File: src/rtl/if_btb_fetch_if.sv
// -----------------------------------------------------------------------------
// if_btb_fetch_if
// Bundle of the fetch-unit control, training and PC/prediction signals.
//   master : pipeline side (drives stall/halt/flush and BTB training,
//            observes the fetch PC and prediction)
//   slave  : the fetch unit itself
// Signals:
//   stall, halt      hold the fetch PC
//   flush, flush_pc  redirect from EX (overrides stall/halt)
//   upd_valid, upd_pc, upd_taken, upd_target   resolved branch outcome
//   cpc              current fetch PC (registered)
//   pred_taken       BTB prediction for cpc (combinational)
//   pred_target      predicted target for cpc, 0 when not taken
// -----------------------------------------------------------------------------
interface if_btb_fetch_if #(
  parameter int XLEN = 32
);
  logic            stall;
  logic            halt;
  logic            flush;
  logic [XLEN-1:0] flush_pc;
  logic            upd_valid;
  logic [XLEN-1:0] upd_pc;
  logic            upd_taken;
  logic [XLEN-1:0] upd_target;
  logic [XLEN-1:0] cpc;
  logic            pred_taken;
  logic [XLEN-1:0] pred_target;

  modport master (
    output stall, halt, flush, flush_pc,
    output upd_valid, upd_pc, upd_taken, upd_target,
    input  cpc, pred_taken, pred_target
  );

  modport slave (
    input  stall, halt, flush, flush_pc,
    input  upd_valid, upd_pc, upd_taken, upd_target,
    output cpc, pred_taken, pred_target
  );
endinterface

File: src/rtl/if_btb_fetch.sv
// -----------------------------------------------------------------------------
// if_btb_fetch
// Instruction-fetch PC register with a direct-mapped branch target buffer and
// 2-bit saturating direction counters.
//
// Next-PC priority: rst > flush > (stall|halt hold) > predicted target > +PC_STEP
//
// Ports:
//   clk  rising-edge clock
//   rst  asynchronous active-high reset (clears PC and the whole BTB)
//   bus  if_btb_fetch_if.slave (control in, training in, cpc/prediction out)
//
// Build option:
//   IF_BTB_EN  defined   -> BTB, counters and training logic present
//              undefined -> no BTB; pred_taken/pred_target tied to 0 and the
//                           upd_* inputs are ignored
// -----------------------------------------------------------------------------
module if_btb_fetch #(
  parameter int              XLEN      = 32,
  parameter int              BTB_DEPTH = 16,
  parameter logic [XLEN-1:0] RESET_PC  = '0,
  parameter int              PC_STEP   = 4
) (
  input logic              clk,
  input logic              rst,
  if_btb_fetch_if.slave    bus
);

  localparam int IDX_W = $clog2(BTB_DEPTH);
  localparam int TAG_W = XLEN - IDX_W - 2;

  logic [XLEN-1:0] r_cpc;
  logic [XLEN-1:0] w_next_pc;
  logic            w_pred_taken;
  logic [XLEN-1:0] w_pred_target;

`ifdef IF_BTB_EN
  // NOTE: the BTB is built from flops rather than a RAM macro because reset
  // must invalidate every entry asynchronously in a single event.
  logic             r_valid  [BTB_DEPTH];
  logic [TAG_W-1:0] r_tag    [BTB_DEPTH];
  logic [XLEN-1:0]  r_target [BTB_DEPTH];
  logic [1:0]       r_ctr    [BTB_DEPTH];

  logic [IDX_W-1:0] w_idx;
  logic [TAG_W-1:0] w_tag;
  logic             w_hit;
  logic [IDX_W-1:0] w_upd_idx;
  logic [TAG_W-1:0] w_upd_tag;
  logic             w_upd_hit;
  logic [3:0]       w_unused_bits;

  // Lookup on the current fetch PC (reads pre-edge contents).
  assign w_idx         = r_cpc[IDX_W+1:2];
  assign w_tag         = r_cpc[XLEN-1:IDX_W+2];
  assign w_hit         = r_valid[w_idx] && (r_tag[w_idx] == w_tag);
  assign w_pred_taken  = w_hit && r_ctr[w_idx][1];
  assign w_pred_target = w_pred_taken ? r_target[w_idx] : '0;

  assign w_upd_idx = bus.upd_pc[IDX_W+1:2];
  assign w_upd_tag = bus.upd_pc[XLEN-1:IDX_W+2];
  assign w_upd_hit = r_valid[w_upd_idx] && (r_tag[w_upd_idx] == w_upd_tag);

  // Word-alignment bits never take part in indexing or tagging.
  assign w_unused_bits = {r_cpc[1:0], bus.upd_pc[1:0]};

  // Training is independent of stall/halt/flush: every update is applied.
  always_ff @(posedge clk or posedge rst) begin
    if (rst) begin
      for (int i = 0; i < BTB_DEPTH; i++) begin
        r_valid[i]  <= 1'b0;
        r_tag[i]    <= '0;
        r_target[i] <= '0;
        r_ctr[i]    <= 2'd1;
      end
    end else if (bus.upd_valid) begin
      if (w_upd_hit) begin
        if (bus.upd_taken) begin
          r_target[w_upd_idx] <= bus.upd_target;
          if (r_ctr[w_upd_idx] != 2'd3)
            r_ctr[w_upd_idx] <= r_ctr[w_upd_idx] + 2'd1;
        end else if (r_ctr[w_upd_idx] != 2'd0) begin
          r_ctr[w_upd_idx] <= r_ctr[w_upd_idx] - 2'd1;
        end
      end else if (bus.upd_taken) begin
        // Allocate weakly taken, evicting whatever aliased into this slot.
        r_valid[w_upd_idx]  <= 1'b1;
        r_tag[w_upd_idx]    <= w_upd_tag;
        r_target[w_upd_idx] <= bus.upd_target;
        r_ctr[w_upd_idx]    <= 2'd2;
      end
    end
  end
`else
  logic [2*XLEN+1:0] w_unused_bits;

  assign w_pred_taken  = 1'b0;
  assign w_pred_target = '0;
  assign w_unused_bits = {bus.upd_valid, bus.upd_taken, bus.upd_pc, bus.upd_target};
`endif

  // NOTE: every always_comb output gets a default first so no path can
  // leave it unassigned and infer a latch.
  always_comb begin
    w_next_pc = r_cpc + XLEN'(PC_STEP);
    if (bus.flush)
      w_next_pc = bus.flush_pc;
    else if (bus.stall || bus.halt)
      w_next_pc = r_cpc;
    else if (w_pred_taken)
      w_next_pc = w_pred_target;
  end

  // NOTE: sequential state uses non-blocking assignments so every flop
  // samples pre-edge values regardless of block ordering.
  always_ff @(posedge clk or posedge rst) begin
    if (rst) r_cpc <= RESET_PC;
    else     r_cpc <= w_next_pc;
  end

  assign bus.cpc         = r_cpc;
  assign bus.pred_taken  = w_pred_taken;
  assign bus.pred_target = w_pred_target;

endmodule

File: src/flat_wrapper.sv
// flat-port wrapper written by rule: the top's interface ports become plain ports
module if_btb_fetch_flat 
#(
  parameter int              XLEN      = 32,
  parameter int              BTB_DEPTH = 16,
  parameter logic [XLEN-1:0] RESET_PC  = '0,
  parameter int              PC_STEP   = 4
)
  (clk, rst, bus_stall, bus_halt, bus_flush, bus_flush_pc, bus_upd_valid, bus_upd_pc, bus_upd_taken, bus_upd_target, bus_cpc, bus_pred_taken, bus_pred_target);
  if_btb_fetch_if #(.XLEN(XLEN)) bus_i ();
  input logic clk;
  input logic rst;
  input wire logic [$bits(bus_i.stall)-1:0] bus_stall;
  input wire logic [$bits(bus_i.halt)-1:0] bus_halt;
  input wire logic [$bits(bus_i.flush)-1:0] bus_flush;
  input wire logic [$bits(bus_i.flush_pc)-1:0] bus_flush_pc;
  input wire logic [$bits(bus_i.upd_valid)-1:0] bus_upd_valid;
  input wire logic [$bits(bus_i.upd_pc)-1:0] bus_upd_pc;
  input wire logic [$bits(bus_i.upd_taken)-1:0] bus_upd_taken;
  input wire logic [$bits(bus_i.upd_target)-1:0] bus_upd_target;
  output wire logic [$bits(bus_i.cpc)-1:0] bus_cpc;
  output wire logic [$bits(bus_i.pred_taken)-1:0] bus_pred_taken;
  output wire logic [$bits(bus_i.pred_target)-1:0] bus_pred_target;
  assign bus_i.stall = bus_stall;
  assign bus_i.halt = bus_halt;
  assign bus_i.flush = bus_flush;
  assign bus_i.flush_pc = bus_flush_pc;
  assign bus_i.upd_valid = bus_upd_valid;
  assign bus_i.upd_pc = bus_upd_pc;
  assign bus_i.upd_taken = bus_upd_taken;
  assign bus_i.upd_target = bus_upd_target;
  assign bus_cpc = bus_i.cpc;
  assign bus_pred_taken = bus_i.pred_taken;
  assign bus_pred_target = bus_i.pred_target;
  if_btb_fetch #(.XLEN(XLEN), .BTB_DEPTH(BTB_DEPTH), .RESET_PC(RESET_PC), .PC_STEP(PC_STEP)) u_core (.clk(clk), .rst(rst), .bus(bus_i));
endmodule
File: config.mk
export PLATFORM = sky130hd
export DESIGN_NAME = if_btb_fetch_flat
export DESIGN_NICKNAME = d
export VERILOG_FILES = /design/src/rtl/if_btb_fetch_if.sv /design/src/rtl/if_btb_fetch.sv /design/src/flat_wrapper.sv
export SDC_FILE = /design/constraint.sdc
export NUM_CORES = 1
export LEC_CHECK = 0
export CELL_PAD_IN_SITES_DETAIL_PLACEMENT = 0
export CELL_PAD_IN_SITES_GLOBAL_PLACEMENT = 1
export CORE_ASPECT_RATIO = 0.75
export CORE_MARGIN = 2
export CORE_UTILIZATION = 22
export CTS_CLUSTER_SIZE = 10
export DETAILED_ROUTE_END_ITERATION = 6
export MAX_ROUTING_LAYER = met4
export PLACE_DENSITY_LB_ADDON = 0.1
export SETUP_SLACK_MARGIN = 0.1
export SLEW_MARGIN = 10
export SYNTH_ARGS = -nofsm -noshare
export SYNTH_HDL_FRONTEND = slang
export SYNTH_SLANG_ARGS = --single-unit
File: constraint.sdc
create_clock -name clk -period 2.4 [get_ports clk]
set_input_delay 0.24 -clock clk [delete_from_list [all_inputs] [get_ports clk]]
set_output_delay 0.24 -clock clk [all_outputs]
set_load 0.005 [all_outputs]
==> results.json, run 1 <==
{
  "status": "complete, no violations",
  "grt_antenna_before_repair": 0,
  "drc": 0,
  "initial_core_util": 0.228,
  "synthTopCellsByArea": "dfrtp_1 39%, buf_4 12%, or4_1 5.8%",
  "wl_microns": 5950,
  "ys_ff_latch": 32,
  "synth_top_family_by_area": "simple AND/OR/NAND/NOR gates",
  "synth_edf_count": 0,
  "clockBufferDepth": 2,
  "port_buffers": 68,
  "yosysWarningCount": 0,
  "path_class": "input pin to flip-flop",
  "synth_area_sq_um": 2080,
  "grt_pass1_vias": 1861,
  "drive_gt1_frac": 0.0892,
  "fp.dieH_microns": 88.1,
  "power.total_mw": 1.58,
  "grt_pass1_wl_microns": 9510,
  "gp_congestion": 0.762,
  "hp-class": "input pin to asynchronous set/reset pin",
  "synth_simple_gate_area_share": 0.249,
  "clk_latency_ps": 270,
  "clock.fmax_ghz": 0.469,
  "drt_iter0_drc": 66,
  "syn2layout_area_growth_pct": 43.8,
  "gr-usage-met3": 0.0180,
  "synth_commonest_cells": "33 x buf_4, 32 x dfrtp_1, 29 x nand2_1",
  "setup_viol": 0,
  "nets": 420,
  "arrival_ps": 2330,
  "top_usage_layer": "met2",
  "maxCapViolations": 0,
  "syn_area_per_cell_sq_um": 8.65,
  "cp-end-kind": "flip-flop",
  "wl_per_cell_microns": 13.5,
  "timing.rr.end": "u_core.bus.cpc[29]$_DFFE_PP0N_",
  "reg2regPathDepth": 5,
  "cts_hold_buf": 0,
  "h-tree-depth": 2,
  "synthArstFlopShare": 1.00,
  "clk_pin_slew_ps": 50,
  "grt_usage": 0.124,
  "yosysTopAreaCell": "dfrtp_1",
  "worst_slack_ps": 269,
  "r2r_start": "u_core.bus.cpc[5]$_DFFE_PP0N_",
  "leakage_nw": 1.14,
  "coreArea_sq_um": 9120,
  "synth_cells": 240,
  "root_buffer": "clkbuf_16",
  "yosysSeqAreaShare": 0.386,
  "yosysMostFrequentCell": "buf_4",
  "whs_ps": 366,
  "postCtsSetupBuffers": 0,
  "period_share": 0.888,
  "startpoint_type": "input pin",
  "cts_tree": "done",
  "cts_inserted_buffers": 5,
  "met1_usage": 0.174,
  "p_per_area_nw_per_um2": 530,
  "drtAntennaViolNets": 0,
  "largest_reg_flops": 32,
  "dieArea_sq_um": 10200,
  "grt_use_met2": 0.182,
  "slew_viol_final": 0,
  "dpl.hpwl_microns": 4490,
  "synthFlopType": "dfrtp_1",
  "fillerInstances": 987,
  "netlist-cell-type-count": 35,
  "multi_input_area_sq_um": 1070,
  "crit_fanout": 11,
  "grt_max_degree": 33,
  "num_antenna_cells": 0,
  "period_needed_ps": 2130,
  "seqCellArea_sq_um": 801,
  "rsz0062_at_grt": "false",
  "overflow": 0,
  "r2r_setup_slack_ps": 290,
  "cp.required_ps": 2590,
  "skew_ps": 2.93,
  "hold_viol": 0,
  "synthAdderAreaFrac": 0.00603,
  "synth_compound_area_frac": 0.144,
  "chipWidth_microns": 116,
  "synth_top_area_frac": 0.386,
  "via_per_inst": 4.38,
  "num_vias": 1935,
  "muxShareOfSynthArea": 0.0211,
  "first_pass_iters": 4,
  "post-place-ws_ps": -27.1,
  "boundaryPins": 168,
  "synth-xor-area-share": 0.0380,
  "cts-resized-gates": 0,
  "ir_drop_v": 0.000203,
  "rows": 30,
  "cts.sinks": 32
}
[worst max-delay path, stage by stage]
cell and delay, ps:
clkdlybuf4s50_1 410, nand4bb_1 190, buf_4 170, or4_4 620
or4_1 520, a31oi_1 170
[power breakdown]
group	leakage [nW]	internal, mW	switching [mW]
sequential	0.373	0.591	0.0690
combinational	0.710	0.206	0.135
clock	0.0616	0.366	0.214
total	1.14	1.16	0.418
[worst max path at each step]
stage,depth (start not counted),endpoint,startpoint,slack (ps)
2_1_floorplan,6,u_core.bus.cpc[21]$_DFFE_PP0N_,u_core.bus.cpc[5]$_DFFE_PP0N_,380
3_3_place_gp,6,u_core.bus.cpc[21]$_DFFE_PP0N_,bus_stall,-30
3_5_place_dp,6,u_core.bus.cpc[21]$_DFFE_PP0N_,bus_stall,-30
4_1_cts,6,u_core.bus.cpc[21]$_DFFE_PP0N_,bus_stall,250
5_1_grt,6,u_core.bus.cpc[29]$_DFFE_PP0N_,bus_halt,130
6_report,6,u_core.bus.cpc[29]$_DFFE_PP0N_,bus_stall,270
[layer usage]
layer	part of all wire	up-vias	wire length (microns)
met3	0.046	8	275
met2	0.42	68	2490
met4	0.011	0	67
met1	0.52	895	3120
met5	0	-	0
li1	-	964	-
[cells by family (layout without fill, tap and decap cells)]
kind of cell,after synthesis,after routing
compound gates,45,45
simple gates,98,98
flops,32,32
xor+xnor,9,9
mux,4,4
fa+ha+maj,1,1
other cells,1,33
buf+inv,50,92
[through the flow]
stage	cells	instance area, sq um	setup TNS, ps	utilization
6_report	442	2990	0	0.327
5_1_grt	442	2990	0	0.327
4_1_cts	442	2990	0	0.327
3_5_place_dp	437	2860	-63.4	0.314
3_3_place_gp	437	2860	-77.0	0.314
2_1_floorplan	272	2200	0	-
[area by class of cell]
class / instances / area share
inverters: 3 / 0.00377
multi-input cells: 190 / 0.360
clock buffers: 5 / 0.0419
repair buffers: 84 / 0.272
flip-flops and latches: 32 / 0.268
well taps: 128 / 0.0536
[cell usage in the layout (no fill, tap or decap), types with 2 or more instances in the layout]
cell type,count
a31oi_1,14
buf_4,15
clkbuf_16,5
clkdlybuf4s50_1,68
conb_1,33
dfrtp_1,32
inv_1,2
mux2_2,3
nand2_1,29
nand3_1,7
nand4_1,10
nor2_1,18
nor3_1,2
nor4_1,4
o211ai_1,4
o21ai_0,12
o31ai_1,11
or2_2,3
or3_1,5
or4_1,16
xnor2_1,6
xor2_1,3
No activity file was read; power rests on OpenSTA's default activity.
==> run 2, diff against run 1 <==
MAX_ROUTING_LAYER = default   (was met4)
==> run 2 against run 1 <==
Against the previous run:
- register-to-register slack about the same
- combinational power hardly changed
- critical endpoint unchanged
- first-iteration DRC count is 3.0% lower
- utilization stayed put
- power shrank 0.21%
- count of clock-buffer cells in the layout stayed put
- highest routed layer unchanged
- largest cell class unchanged
==> results.json, run 2 (synthesis results as in run 1) <==
{
  "period_needed_ps": 2130,
  "grt_pass1_vias": 1861,
  "skew_ps": 2.78,
  "hp-class": "input pin to asynchronous set/reset pin",
  "cts-resized-gates": 0,
  "overflow": 0,
  "path_class": "input pin to flip-flop",
  "critical_path_buf_inv_count": 2,
  "arrival_ps": 2320,
  "drive_gt1_frac": 0.0892,
  "postCtsSetupBuffers": 0,
  "largest_reg_flops": 32,
  "slew_viol_final": 0,
  "p_per_area_nw_per_um2": 528,
  "gp_congestion": 0.752,
  "chipWidth_microns": 116,
  "maxCapViolations": 0,
  "dieArea_sq_um": 10200,
  "cts_inserted_buffers": 5,
  "rsz0062_at_grt": "false",
  "ir_drop_v": 0.000203,
  "startpoint_type": "input pin",
  "cts.sinks": 32,
  "coreArea_sq_um": 9120,
  "cp.required_ps": 2590,
  "hold_viol": 0,
  "crit_path_max_incr_delay_ps": 610,
  "grt_antenna_before_repair": 0,
  "grt_usage": 0.120,
  "period_share": 0.889,
  "first_pass_iters": 6,
  "grt_pass1_wl_microns": 9530,
  "dpl.hpwl_microns": 4490,
  "post_dp_cell_area_sq_um": 2860,
  "wl_microns": 5980,
  "root_buffer": "clkbuf_16",
  "rows": 30,
  "drtAntennaViolNets": 0,
  "syn2layout_area_growth_pct": 43.8,
  "h-tree-depth": 2,
  "clk_pin_slew_ps": 50,
  "status": "complete, no violations",
  "num_vias": 1939,
  "power.total_mw": 1.58,
  "layout_common_cells": "68 x clkdlybuf4s50_1, 33 x conb_1, 32 x dfrtp_1",
  "critical-path-top-delay-family": "simple AND/OR/NAND/NOR gates",
  "clock.fmax_ghz": 0.469,
  "crit_fanout": 11,
  "critical-path-slowest-cell": "or4_4",
  "path_cells": "clkdlybuf4s50_1 > nand4bb_1 > buf_4 > or4_4 > or4_1 > a31oi_1",
  "finish.instance_area_sq_um": 2990,
  "cts_hold_buf": 0,
  "clk_latency_ps": 270,
  "fp.dieH_microns": 88.1,
  "drc": 0,
  "boundaryPins": 168,
  "num_antenna_cells": 0,
  "cts_tree": "done",
  "wl_per_cell_microns": 13.5,
  "fillerInstances": 987,
  "setup_viol": 0,
  "initial_core_util": 0.228,
  "port_buffers": 68,
  "final_common_cell": "clkdlybuf4s50_1",
  "cp-end-kind": "flip-flop",
  "drt_iter0_drc": 64,
  "grt_max_degree": 33,
  "leakage_nw": 1.14,
  "via_per_inst": 4.39,
  "clockBufferDepth": 2,
  "nets": 420
}
-- run 2: worst paths after layout --
check,start,endpoint,slack (ps),cells after the start
worst min-delay path,rst,u_core.bus.cpc[1]$_DFFE_PP0P_,370,3
max in group asynchronous,rst,u_core.bus.cpc[17]$_DFFE_PP0N_,1700,3
worst max-delay path,bus_stall,u_core.bus.cpc[29]$_DFFE_PP0N_,270,6
worst max register to register,u_core.bus.cpc[12]$_DFFE_PP0N_,u_core.bus.cpc[30]$_DFFE_PP0N_,290,4
worst min register to register,u_core.bus.cpc[0]$_DFFE_PP0P_,u_core.bus.cpc[0]$_DFFE_PP0P_,500,1
min in group clk,u_core.bus.cpc[0]$_DFFE_PP0P_,u_core.bus.cpc[0]$_DFFE_PP0P_,500,1
-- run 2: report_power, final --
group,switching [mW],internal (mW)
sequential,0.0692,0.591
combinational,0.136,0.206
clock,0.210,0.366
total,0.415,1.16
-- run 2: routing by layer --
metal / GRT usage / vias up / wire (microns)
li1: - / 966 / -
met1: 0.173 / 898 / 3090
met2: 0.182 / 73 / 2500
met3: 0.0228 / 2 / 357
met4: 0.0390 / 0 / 41
met5: 0 / - / 0
-- run 2: cell type report --
| type | instances | area (sq um) | area share |
|---|---|---|---|
| multi-input cells | 190 | 1070 | 0.360 |
| repair buffers | 84 | 813 | 0.272 |
| flip-flops and latches | 32 | 801 | 0.268 |
| well taps | 128 | 160 | 0.0536 |
| clock buffers | 5 | 125 | 0.0419 |
| inverters | 3 | 11.3 | 0.00377 |
-- run 2: metrics by stage --
step / util / setup WS [ps] / std cells / TNS (ps) / hold WS, ps
floorplan: - / 376 / 272 / 0 / 356
global placement: 0.314 / -28.6 / 437 / -77.0 / 498
detailed placement: 0.314 / -27.1 / 437 / -63.4 / 498
CTS: 0.327 / 253 / 442 / 0 / 395
global route: 0.327 / 134 / 442 / 0 / 426
finish: 0.327 / 267 / 442 / 0 / 370
-- run 2: tightest hold or removal path, stage by stage --
cell	delay (ps)
clkdlybuf4s50_1	390
inv_1	50
buf_4	390
==> run 3, diff against run 2 <==
CORE_UTILIZATION = 24   (was 22)
clock period = 2.76 ns   (was 2.4 ns; I/O delays follow)
==> run 3 against run 2 <==
Against the previous run:
- die area down 8.0%
- largest power group unchanged
- highest routed layer unchanged
- critical path type unchanged
- first-iteration DRC count up 7.8%
- via count fell by 2.6%
- sequential share of layout area grew 0.85 points
- routed wire length shrank 1.8%
==> results.json, run 3 (synthesis results as in run 1) <==
{
  "status": "complete, no violations",
  "wl_microns": 5870,
  "nets": 410,
  "cts_inserted_buffers": 5,
  "drive_gt1_frac": 0.0619,
  "crit_fanout": 14,
  "cp-end-kind": "flip-flop",
  "dpl.hpwl_microns": 4200,
  "cts.sinks": 32,
  "post_dp_cell_area_sq_um": 2750,
  "swShare": 0.262,
  "crit_start": "bus_stall",
  "r2r_start": "u_core.bus.cpc[5]$_DFFE_PP0N_",
  "skew_ps": 4.10,
  "reg2regPathDepth": 4,
  "chipWidth_microns": 111,
  "period_needed_ps": 2370,
  "clk_latency_ps": 280,
  "h-tree-depth": 2,
  "hold_viol": 0,
  "num_vias": 1888,
  "root_buffer": "clkbuf_16",
  "grt_antenna_before_repair": 0,
  "initial_core_util": 0.247,
  "grt_pass1_vias": 1724,
  "port_buffers": 68,
  "startpoint_type": "input pin",
  "hp-class": "input pin to asynchronous set/reset pin",
  "boundaryPins": 168,
  "slew_viol_final": 0,
  "first_pass_iters": 4,
  "rsz0062_at_grt": "false",
  "power_frac_clock": 0.392,
  "wl_per_cell_microns": 14.2,
  "cp.required_ps": 2960,
  "grt_max_degree": 33,
  "coreArea_sq_um": 8420,
  "fp.dieH_microns": 84.5,
  "arrival_ps": 2560,
  "leakage_nw": 1.10,
  "clock.fmax_ghz": 0.422,
  "combPwrFrac": 0.197,
  "gp_congestion": 0.687,
  "seqPwrFrac": 0.410,
  "cts_hold_buf": 0,
  "syn2layout_area_growth_pct": 39.4,
  "maxCapViolations": 0,
  "final_common_cell": "clkdlybuf4s50_1",
  "setup_viol": 0,
  "clk_pin_slew_ps": 50,
  "dieArea_sq_um": 9420,
  "overflow": 0,
  "drc": 0,
  "path_class": "input pin to flip-flop",
  "finish.instance_area_sq_um": 2890,
  "drtAntennaViolNets": 0,
  "p_sw_uw": 371,
  "p_per_area_nw_per_um2": 488,
  "grt_pass1_wl_microns": 9290,
  "layout_common_cells": "68 x clkdlybuf4s50_1, 33 x conb_1, 32 x dfrtp_1",
  "postCtsSetupBuffers": 0,
  "grt_usage": 0.125,
  "cts_tree": "done",
  "p_int_mw": 1.04,
  "clockBufferDepth": 2,
  "rows": 29,
  "cts-resized-gates": 0,
  "via_per_inst": 4.55,
  "period_share": 0.858,
  "largest_reg_flops": 32,
  "drt_iter0_drc": 69,
  "setup-tns-final_ps": 0,
  "ir_drop_v": 0.000201,
  "num_antenna_cells": 0
}
==> run 3: cell count changes in the layout (fill, tap and decap cells not counted) <==
cell | previous run | this run
buf_12 | 1 | 0
buf_4 | 15 | 6
clkbuf_1 | 0 | 2
clkbuf_8 | 0 | 1
==> run 3: metrics by stage <==
stage / total power [mW] / worst slack (ps) / utilization / std cells / hold slack [ps]
2_1_floorplan: 0.716 / 736 / - / 272 / 392
3_3_place_gp: 0.867 / 153 / 0.326 / 407 / 498
3_5_place_dp: 0.868 / 134 / 0.326 / 407 / 494
4_1_cts: 1.44 / 422 / 0.344 / 415 / 422
5_1_grt: 1.51 / 314 / 0.344 / 415 / 437
6_report: 1.41 / 393 / 0.344 / 415 / 403
==> run 3: power groups by stage <==
stage	sequential (mW)	clock [mW]	combinational [mW]
finish	0.579	0.554	0.279
global route	0.590	0.605	0.311
CTS	0.579	0.575	0.283
detailed placement	0.586	0	0.282
global placement	0.587	0	0.280
floorplan	0.574	0	0.143
==> run 3: path summary, 6_finish.rpt <==
path | slack [ps] | endpoint
worst max-delay path | 390 | u_core.bus.cpc[29]$_DFFE_PP0N_
worst min-delay path | 400 | u_core.bus.cpc[0]$_DFFE_PP0P_
worst max register to register | 490 | u_core.bus.cpc[29]$_DFFE_PP0N_
worst min register to register | 500 | u_core.bus.cpc[1]$_DFFE_PP0P_
max in group asynchronous | 2040 | u_core.bus.cpc[31]$_DFFE_PP0N_
min in group clk | 500 | u_core.bus.cpc[1]$_DFFE_PP0P_
==> run 3: layer usage <==
layer | wire length, microns | global-route usage
met5 | 0 | 0
met4 | 40 | 0.0303
met3 | 339 | 0.0397
met2 | 2400 | 0.174
met1 | 3100 | 0.188
==> run 3: area by class of cell <==
| type | count | area [sq um] |
|---|---|---|
| clock buffers | 8 | 146 |
| fillers | 902 | 5520 |
| inverters | 3 | 11.3 |
| multi-input cells | 190 | 1070 |
| flip-flops and latches | 32 | 801 |
| well taps | 108 | 135 |
| repair buffers | 74 | 726 |
==> run 3: worst max-delay path: stages <==
cell and delay, ps:
clkdlybuf4s50_1 440, nand4bb_1 410, or4_4 740, or4_1 530, a31oi_1 160
==> RTL edit: new RTL, settings of run 1 <==
`XLEN` is set to 32 in 3 places; all go to 24.
--- a/src/rtl/if_btb_fetch_if.sv
+++ b/src/rtl/if_btb_fetch_if.sv
@@ -14,5 +14,5 @@
 // -----------------------------------------------------------------------------
 interface if_btb_fetch_if #(
-  parameter int XLEN = 32
+  parameter int XLEN = 24
 );
   logic            stall;
--- a/src/rtl/if_btb_fetch.sv
+++ b/src/rtl/if_btb_fetch.sv
@@ -17,5 +17,5 @@
 // -----------------------------------------------------------------------------
 module if_btb_fetch #(
-  parameter int              XLEN      = 32,
+  parameter int              XLEN      = 24,
   parameter int              BTB_DEPTH = 16,
   parameter logic [XLEN-1:0] RESET_PC  = '0,
--- a/src/flat_wrapper.sv
+++ b/src/flat_wrapper.sv
@@ -2,5 +2,5 @@
 module if_btb_fetch_flat 
 #(
-  parameter int              XLEN      = 32,
+  parameter int              XLEN      = 24,
   parameter int              BTB_DEPTH = 16,
   parameter logic [XLEN-1:0] RESET_PC  = '0,
Ports: changed (5 resized); port bits go from 168 to 128. No check against the original RTL was run, so the function may have changed too.
==> RTL edit against run 1 <==
  * Critical path depth unchanged
  * Design area decreased by 25%
  * Count of clock-buffer cells in the layout decreased by 2
  * Clock power decreased by 36%
  * Maximum frequency increased by 8.9%
  * Total power decreased by 26%
  * Synthesized area decreased by 22%
  * Core utilization decreased by 1.6 points
  * Combinational power decreased by 13%
  * Routed wire length decreased by 32%
  * Worst setup slack improved by 0.18 ns
  * Sequential share of layout area decreased by 0.17 points
  * Sequential cell count decreased by 8
  * Critical path type is now reg -> reg
  * Largest power group unchanged
  * Highest routed layer unchanged
==> RTL edit: results (changes against run 1) <==
Status
  – Status: finished clean

Drt
  – Avg Vias per Cell: 4.06 (-7.3%)
  – Vias: 1352 (-30%)
  – Routed wire length: 4030 um (-32%)
  – Initial DRT Pass Iterations: 2 (-2)
  – DR iter-0 viols: 20 (-70%)

Final layout
  – Layout Nets: 313 (-25%)
  – Final Cell Area: 2250 um^2 (-25%)
  – Antenna cells: 0 (unchanged)
  – Filler cells: 796 (-19%)
  – Share of cells above drive strength 1: 0.0948 (+0.00566)
  – Largest register FFs: 24 (-25%)

Clock tree
  – Clock root cell: clkbuf_8
  – H-tree depth: 1 (-1)
  – CTS resizes: 0 (unchanged)
  – CTS max path bufs: 2 (unchanged)
  – Cts hold-fix bufs: 0 (unchanged)
  – Clk_lat worst skew: 0.28 ns
  – CTS Buf Count: 3 (-2)
  – Clk sink count: 24 (-25%)
  – Setup Fix Bufs, Post-CTS: 0 (unchanged)
  – Clk slew on worst S/H paths: 0.10 ns (+0.05 ns)

Place
  – GPL Wtd Cong: 0.706 (-7.3%)
  – Post-place instance area: 2180 um^2 (-24%)
  – Placed insts: 329 (-25%)
  – Pre-CTS WS: 0.220 ns (+0.247 ns)
  – Hpwl dp: 3060 um (-32%)
  – Port bufs: 52 (-24%)

Synthesis
  – Netlist cell types: 34 (-2.9%)
  – Synth area leaders: dfrtp_1 37%, buf_4 12%, nand2_1 5.8%
  – Average size of a mapped cell: 9.15 um^2 (+5.8%)
  – Ys async rst share: 1.00 (unchanged)
  – Synth warn: 0 (unchanged)
  – Synth cell count leaders: 25 x buf_4, 25 x nand2_1, 24 x dfrtp_1
  – Seq/Total Area, Yosys: 0.371 (-0.0148)

Critical path
  – Crit path launch: u_core.bus.cpc[2]
  – Crit-path max FO: 6 (-5)
  – Worst EP arrival: 2.11 ns (-0.22 ns)
  – Largest stage delay, worst path: 0.50 ns (-0.12 ns)
  – Critical path's top delay family: simple AND/OR/NAND/NOR gates
  – Critical-path top delay cell: or3b_1

Power and ir drop
  – Power share of the clock group: 0.316 (-0.051)
  – Switching power: 0.327 mW (-22%)
  – Lkg Pwr: 0.895 nW (-22%)
  – Seq pwr share: 0.433 (+0.015)
  – Peak VDD IR: 0.000268 V (+32%)
  – Comb. pwr: 0.295 mW (-13%)

GRT
  – Number of global-route vias before repair: 1294 (-30%)
  – Tot GR Track Use: 0.105 (-0.0189)
  – First-pass GRT wire length: 6360 um (-33%)
  – Pin count of the biggest net entering global routing: 25 (-24%)
  – Initial antenna violation count: 0 (unchanged)

Timing
  – Fin Clk Skew: 0.00862 ns (+0.00568 ns)

Min path
  – HP Class: in -> async
-- RTL edit: cell count changes in the layout (fill, tap and decap cells not counted), moves of 11 or more --
cell and delta:
a31oi_1 -13, or4_1 -16, o31ai_1 -11, clkdlybuf4s50_1 -17
nor2_1 -13
-- RTL edit: per-layer routing --
metal	wire [um]	track usage	vias up
met1	2040	0.147	632
li1	-	-	676
met2	1710	0.152	42
met3	261	0.0321	2
met4	18	0.0158	0
met5	0	-	-
-- RTL edit: cell families (layout without fill, tap and decap cells) --
kind of cell	after synthesis	after routing	share of synthesized area
AO/OA/AOI/OAI	22	22	0.0781
XOR/XNOR	13	13	0.0703
adder cells (fa/ha/maj)	1	1	0.00773
buffers and inverters	37	68	0.148
flip-flops	24	24	0.371
multiplexers	10	10	0.0641
other	1	25	0.00232
AND/OR/NAND/NOR	69	69	0.258
-- RTL edit: path summary, 6_finish.rpt --
path                                           end  slack [ns]  cells past startpoint
worst max-delay path            u_core.bus.cpc[22]        0.44                      6
worst min-delay path             u_core.bus.cpc[6]        0.31                      3
worst max register to register  u_core.bus.cpc[22]        0.44                      6
worst min register to register   u_core.bus.cpc[1]        0.52                      1
max in group asynchronous       u_core.bus.cpc[16]        1.84                      3
min in group clk                u_core.bus.cpc[12]        0.34                      3
-- RTL edit: area by class of cell --
class,count,share of cell area
multi-input combinational,140,0.385
sequential,24,0.267
timing repair buffer,59,0.252
tap,101,0.0561
clock buffer,3,0.0183
clock inverter,1,0.0133
inverter,5,0.00833
-- RTL edit: worst min-delay path, delay by kind of cell --
| kind | cells | cell delay [ns] |
|---|---|---|
| buffers and inverters | 3 | 0.75 |
